$ cat src/rtl/bus_cfg_pkg.sv
// Shared configuration for the 8088 bus-side controller: defaults, FSM state
// encoding and the region compare helper used by the chip-select decoder.
package bus_cfg_pkg;

  localparam int ADDR_W_DEF = 20;
  localparam int WS_W_DEF   = 3;

  typedef enum logic [1:0] {IDLE, WAIT, HOLD} ws_state_t;

  // Operands are widened to 32 bits so one helper serves any ADDR_W up to 32.
  function automatic logic region_match(input logic [31:0] addr,
                                        input logic        iom,
                                        input logic [31:0] base,
                                        input logic [31:0] mask,
                                        input logic        io);
    return (iom == io) && ((addr & mask) == (base & mask));
  endfunction

endpackage

$ cat src/rtl/cs_decode.sv
// Combinational priority decoder: maps an incoming {address, IO/mem} to the
// winning region. The lowest-numbered matching region wins.
module cs_decode
  import bus_cfg_pkg::*;
#(
  parameter int ADDR_W      = ADDR_W_DEF,
  parameter int NUM_REGIONS = 4,
  parameter int IDX_W       = 2,
  parameter logic [NUM_REGIONS*ADDR_W-1:0] REGION_BASE = '0,
  parameter logic [NUM_REGIONS*ADDR_W-1:0] REGION_MASK = '0,
  parameter logic [NUM_REGIONS-1:0]        REGION_IO   = '0
) (
  input  logic [ADDR_W-1:0]      addr,
  input  logic                   iom,
  output logic                   hit,
  output logic [IDX_W-1:0]       idx,
  output logic [NUM_REGIONS-1:0] cs_n_next
);

  always_comb begin
    hit       = 1'b0;
    idx       = '0;
    cs_n_next = '1;
    // Walk from the highest index down so the lowest match is the last write.
    for (int k = NUM_REGIONS - 1; k >= 0; k--) begin
      if (region_match(32'(addr), iom,
                       32'(REGION_BASE[k*ADDR_W +: ADDR_W]),
                       32'(REGION_MASK[k*ADDR_W +: ADDR_W]),
                       REGION_IO[k])) begin
        hit          = 1'b1;
        idx          = IDX_W'(k);
        cs_n_next    = '1;
        cs_n_next[k] = 1'b0;
      end
    end
  end

endmodule

$ cat src/rtl/bus_cs_wait_ctrl.sv
// 8088 min-mode bus controller: ALE address capture, table-driven chip
// selects and a per-region wait-state generator driving READY.
module bus_cs_wait_ctrl
  import bus_cfg_pkg::*;
#(
  parameter int ADDR_W      = ADDR_W_DEF,
  parameter int NUM_REGIONS = 4,
  parameter int WS_W        = WS_W_DEF,
  parameter logic [NUM_REGIONS*ADDR_W-1:0] REGION_BASE =
    {20'h01C00, 20'h0FF00, 20'h80000, 20'h00000},
  parameter logic [NUM_REGIONS*ADDR_W-1:0] REGION_MASK =
    {20'h0FE00, 20'h0FFF0, 20'h80000, 20'h80000},
  parameter logic [NUM_REGIONS-1:0]        REGION_IO   = 4'b1100,
  parameter logic [NUM_REGIONS*WS_W-1:0]   REGION_WS   =
    {3'd3, 3'd2, 3'd1, 3'd0},
  localparam int IDX_W = (NUM_REGIONS > 1) ? $clog2(NUM_REGIONS) : 1
) (
  input  logic                   CLK,
  input  logic                   RESET_N,
  input  logic                   ALE,
  input  logic                   IOM,
  input  logic [ADDR_W-9:0]      A,
  input  logic [7:0]             AD,
  input  logic                   RD_N,
  input  logic                   WR_N,
  input  logic                   ERR_CLR,
  output logic [ADDR_W-1:0]      ADDR_Q,
  output logic [NUM_REGIONS-1:0] CS_N,
  output logic [IDX_W-1:0]       REGION_IDX,
  output logic                   HIT,
  output logic                   READY,
  output logic                   DECODE_ERR
);

  logic [ADDR_W-1:0]      addr_q, addr_d;
  logic [NUM_REGIONS-1:0] cs_n_q, cs_n_d, dec_cs_n;
  logic [IDX_W-1:0]       idx_q, idx_d, dec_idx;
  logic                   hit_q, hit_d, dec_hit;
  logic                   ready_q, ready_d;
  logic                   err_q, err_d;
  logic [WS_W-1:0]        cnt_q, cnt_d, ws_n;
  ws_state_t              state_q, state_d;
  logic                   strobe, both_low;

  cs_decode #(
    .ADDR_W      (ADDR_W),
    .NUM_REGIONS (NUM_REGIONS),
    .IDX_W       (IDX_W),
    .REGION_BASE (REGION_BASE),
    .REGION_MASK (REGION_MASK),
    .REGION_IO   (REGION_IO)
  ) u_dec (
    .addr      ({A, AD}),
    .iom       (IOM),
    .hit       (dec_hit),
    .idx       (dec_idx),
    .cs_n_next (dec_cs_n)
  );

  always_comb begin
    strobe   = (!RD_N) ^ (!WR_N);
    both_low = !RD_N && !WR_N;
    ws_n     = REGION_WS[idx_q*WS_W +: WS_W];

    addr_d  = addr_q;
    cs_n_d  = cs_n_q;
    idx_d   = idx_q;
    hit_d   = hit_q;
    state_d = state_q;
    cnt_d   = cnt_q;
    ready_d = ready_q;
    err_d   = err_q;

    // A new ALE aborts any cycle in flight and restarts the FSM.
    if (ALE) begin
      addr_d  = {A, AD};
      cs_n_d  = dec_cs_n;
      idx_d   = dec_idx;
      hit_d   = dec_hit;
      state_d = IDLE;
      cnt_d   = '0;
      ready_d = 1'b1;
    end else begin
      case (state_q)
        IDLE: if (strobe) begin
          if (hit_q && ws_n != '0) begin
            state_d = WAIT;
            cnt_d   = ws_n;
            ready_d = 1'b0;
          end else begin
            state_d = HOLD;
          end
        end
        WAIT: if (cnt_q <= WS_W'(1)) begin
          state_d = HOLD;
          cnt_d   = '0;
          ready_d = 1'b1;
        end else begin
          cnt_d = cnt_q - WS_W'(1);
        end
        HOLD: if (RD_N && WR_N) state_d = IDLE;
        default: begin
          state_d = IDLE;
          ready_d = 1'b1;
        end
      endcase
    end

    // Set beats clear when both land on the same edge.
    if (ERR_CLR) err_d = 1'b0;
    if ((strobe && !hit_q) || both_low) err_d = 1'b1;
  end

  always_ff @(posedge CLK or negedge RESET_N) begin
    if (!RESET_N) begin
      addr_q  <= '0;
      cs_n_q  <= '1;
      idx_q   <= '0;
      hit_q   <= 1'b0;
      state_q <= IDLE;
      cnt_q   <= '0;
      ready_q <= 1'b1;
      err_q   <= 1'b0;
    end else begin
      addr_q  <= addr_d;
      cs_n_q  <= cs_n_d;
      idx_q   <= idx_d;
      hit_q   <= hit_d;
      state_q <= state_d;
      cnt_q   <= cnt_d;
      ready_q <= ready_d;
      err_q   <= err_d;
    end
  end

  assign ADDR_Q     = addr_q;
  assign CS_N       = cs_n_q;
  assign REGION_IDX = idx_q;
  assign HIT        = hit_q;
  assign READY      = ready_q;
  assign DECODE_ERR = err_q;

endmodule

$ cat config.mk
export PLATFORM = sky130hd
export DESIGN_NAME = bus_cs_wait_ctrl
export DESIGN_NICKNAME = d
export VERILOG_FILES = /design/src/rtl/bus_cfg_pkg.sv /design/src/rtl/cs_decode.sv /design/src/rtl/bus_cs_wait_ctrl.sv
export SDC_FILE = /design/constraint.sdc
export NUM_CORES = 1
export LEC_CHECK = 0
export CORE_MARGIN = 4
export CORE_UTILIZATION = 39
export CTS_CLUSTER_DIAMETER = 120
export DETAILED_ROUTE_END_ITERATION = 16
export PLACE_DENSITY_LB_ADDON = 0.12
export SKIP_LAST_GASP = 1
export SYNTH_ARGS = -nofsm -noshare
export SYNTH_HDL_FRONTEND = slang
export SYNTH_SLANG_ARGS = --single-unit
$ cat constraint.sdc
create_clock -name CLK -period 1.45 [get_ports CLK]
set_input_delay 0.145 -clock CLK [delete_from_list [all_inputs] [get_ports CLK]]
set_output_delay 0.145 -clock CLK [all_outputs]
set_load 0.02 [all_outputs]
==> results by stage <==
Final layout:
- At the end of the flow, the number of nets in the layout was 225.
- The repair_antennas step left the layout with diodes totalling 0.
- In the final layout, the multi-input gates occupy about 690 um2.
- The area growth from synthesis to layout is 48.7%.
- The sequential cell area in the final layout is ~860 um2.
- The proportion of layout cells with a drive suffix above 1 is ~18%.
- The filler cells instantiated in the layout total around 320.
- The final instance count without filler cells is 243.

Critical path:
- At the worst endpoint, the arrival time is about 1.6 ns.
- The category of the worst setup path launch point is a flop.
- The largest fanout on the critical path is 5.
- The element type at the critical path end is a flop.
- Counting cells, the worst reg-to-reg path comes to 4.
- The data required time of the worst path is ~1.7 ns.
- The setup path with the least slack is of type reg -> reg.

Clocking:
- The CTS buffer count is 5.
- The clock tree from TritonCTS is done.
- The H-tree was split into 2 levels.
- The later pin in the worst-skew pair is clocked with a latency of roughly 0.28 ns.
- The clock tree root driver cell is clkbuf_8.
- The clock drives 34 sinks.
- The deepest clock path buffer count is 2.
- The clock transition at the registers of the reported paths is roughly 0.070 ns.

Floorplanning:
- In this run the vertical extent of the chip is just over 70 um.
- 56 I/O pins were placed.
- From left edge to right edge, the die measures between 70 and 80 um.
- The area enclosed by the die boundary is 5150 um2.
- After floorplanning, the core was divided into 22 placement rows.
- The effective utilization at floorplan is 41.7%.
- The area inside the core boundary is between 3000 and 4000 um2.

Detailed routing:
- Once detail routing completed, the nets flagged for antenna violations numbered 0.
- The final routed DRC violation total is 0.
- In the final routed layout, each cell accounts on average for roughly 15 um.
- The total wire length is approximately 3600 um.
- The detailed router finished its first iteration with 63 violations.
- The per-cell via count in the routed design is between 5 and 6.
- Before antenna repair, the detailed router went through 4 iterations.
- The via count is roughly 1200.

Job:
- The tool flagged a number of max-cap violations equal to 0.

Power and ir drop:
- For this design the ratio of total power to cell area is slightly below 1000 nW/um2.
- The total power is roughly 2.3 mW.
- The leakage power total is 0.987 nW.
- IR analysis of the VDD net gives a maximum drop of 0.542 mV.

Synth:
- A synthesized cell averages 12.3 um2.
- The net count of the mapped netlist is 160.
- The area of the mapped netlist is around 1600 um2.
- The synthesized design contains 0 enable-type register cells.
- In the synthesized netlist the async set-or-reset flop fraction comes to between 90% and 100%.
- After synthesis, the netlist uses 43 different library cells.
- In the synthesized netlist, the number of instances is roughly 130.
- For this run, the number of Yosys warnings is 0.
- Sequential elements use between 50% and 60% of the synthesized area.
- The number of register bits inferred by synthesis is 34.
- The predominant post-synthesis flop cell is dfrtp_1.

Global route:
- After global routing the overflow that remains totals 0.
- Entering global routing, the biggest net connects 40 pins.
- The via count of the first global-routing pass is ~1300.
- Global routing used 14.4% of the available tracks across all layers.
- The global-route wire length before repair is around 6000 um.
- The number of antenna violations at the first check in global routing is 0.

Timing:
- The worst max-slew margin expressed relative to the limit is between 70% and 80%.
- The final number of hold-violating endpoints is 0.
- Setup repair after global routing could not meet its margin everywhere.
- The final worst-path cycle share is a little over nine tenths.
- The routed design could run at a clock period as short as 1.41 ns.
- At the pin with the least slew margin, the transition time is approximately 0.43 ns.
- Setup violations remaining at the end of the flow were counted as 0.
- The clock arrives with roughly 0.0076 ns of skew.
- The final number of max-transition violations was 0.
- Timing would allow up to 709 MHz.

Placed design:
- The count of buffers added on input and output ports is 55.
- The count of placed standard cells including taps is 233.
- The half-perimeter wire length after placement is 2550 um.
- The final weighted congestion in routability-driven placement is about 0.75.

Min path:
- The depth of the worst hold-timing path is 5.
- The tightest min-delay check is of the in -> reg type.

Run status:
- The run finished with clean final reports.
## state kept, by name (all words and copies together), names as in the netlist
register and cells:
ADDR_Q 20, CS_N 4, DECODE_ERR 1, HIT 1, READY 1, REGION_IDX 2, cnt_q 3, state_q 2
## report_power, final
part | switching [mW] | leakage, nW | internal (mW) | total [mW]
registers | 0.0591 | 0.402 | 1.04 | 1.10
clock network | 0.329 | 0.0482 | 0.383 | 0.711
logic | 0.250 | 0.537 | 0.286 | 0.536
total | 0.638 | 0.987 | 1.70 | 2.34
## final timing paths
kind                       startpoint          to  slack (ns)
hold reg to reg               CS_N[1]     CS_N[1]        0.47
hold / removal                   RD_N  DECODE_ERR        0.32
setup / recovery             cnt_q[0]    cnt_q[2]        0.04
min in group asynchronous     RESET_N  state_q[0]        0.42
max in group asynchronous     RESET_N     CS_N[3]        0.69
setup reg to reg             cnt_q[0]    cnt_q[2]        0.04
## worst max-delay path, cell delays in order, from the launching register on
cell and delay (ns):
dfrtp_2 0.45, ha_4 0.17, o21ba_4 0.23, or3b_1 0.36, a21oi_2 0.14
## per-layer routing
| layer | up-vias | global-route usage [%] | part of all wire (%) |
|---|---|---|---|
| met3 | 5 | 4.07 | 5.8 |
| met2 | 42 | 23.9 | 49 |
| met5 | - | 0 | 0 |
| li1 | 595 | - | - |
| met4 | 0 | 6.26 | 1.3 |
| met1 | 604 | 17.5 | 44 |
## timing repair
item / CTS / global route
setup endpoints to repair: 12 / 5
setup buffers: 1 / 0
pin swaps: 2 / 5
gates resized for setup: 13 / 11
hold buffers: 1 / 0
endpoints found under the hold margin: 29 / 0
## layout by cell type (no fill, tap or decap), types with 2 or more instances in the layout
cell             instances
mux2_1                  19
o21ai_1                  2
dfrtp_1                 28
o21ai_0                  4
a21oi_1                  6
nand2b_1                 4
ha_4                     2
inv_2                    4
ha_1                     2
nor2_1                   6
clkbuf_8                 6
clkdlybuf4s50_1         44
and3_1                   2
nor2b_1                  2
inv_1                    6
dfstp_2                  5
buf_4                    7
o22a_1                   2
dlygate4sd2_1            9
nand4_1                  2
## cell families after synthesis
group	share of synthesized area, %
AO/OA/AOI/OAI	12.2
adder cells (fa/ha/maj)	3.16
buffers and inverters	5.60
flip-flops	54.1
multiplexers	14.9
AND/OR/NAND/NOR	10.0
## synth_stat cells, types with 2 or more instances
master	number	area share, %
o22a_1	2	1.1
nand4_1	2	0.79
o21ai_1	2	0.63
ha_1	4	3.2
nor2b_1	2	0.79
o21ai_0	4	1.3
a21oi_1	7	2.2
and3_1	2	0.79
buf_2	2	0.63
nand2b_1	4	1.6
mux2_1	20	14
buf_6	2	1.4
dfrtp_1	29	46
nor2_1	6	1.4
inv_1	9	2.1
dfstp_2	5	8.3
## metrics by stage
stage                     area [um2]  setup slack (ns)  hold slack, ns  util, %  TNS, ns
final                           2360            0.0405           0.318     62.1        0
after global routing            2360           -0.0228           0.330     62.1  -0.0228
after CTS                       2310           0.00603           0.416     60.9        0
after detailed placement        2200            -0.314           0.206     58.0    -1.85
after global placement          2200            -0.284           0.201     58.0    -1.64
after floorplan                 1590             0.101          -0.151        -        0
## cell type report
type	count	share of cell area [%]
tap	48	2.55
clock inverter	1	0.212
timing repair buffer	64	26.3
clock buffer	7	3.66
sequential	34	36.4
inverter	10	1.59
multi-input combinational	79	29.3
No activity file was read; power rests on OpenSTA's default activity.
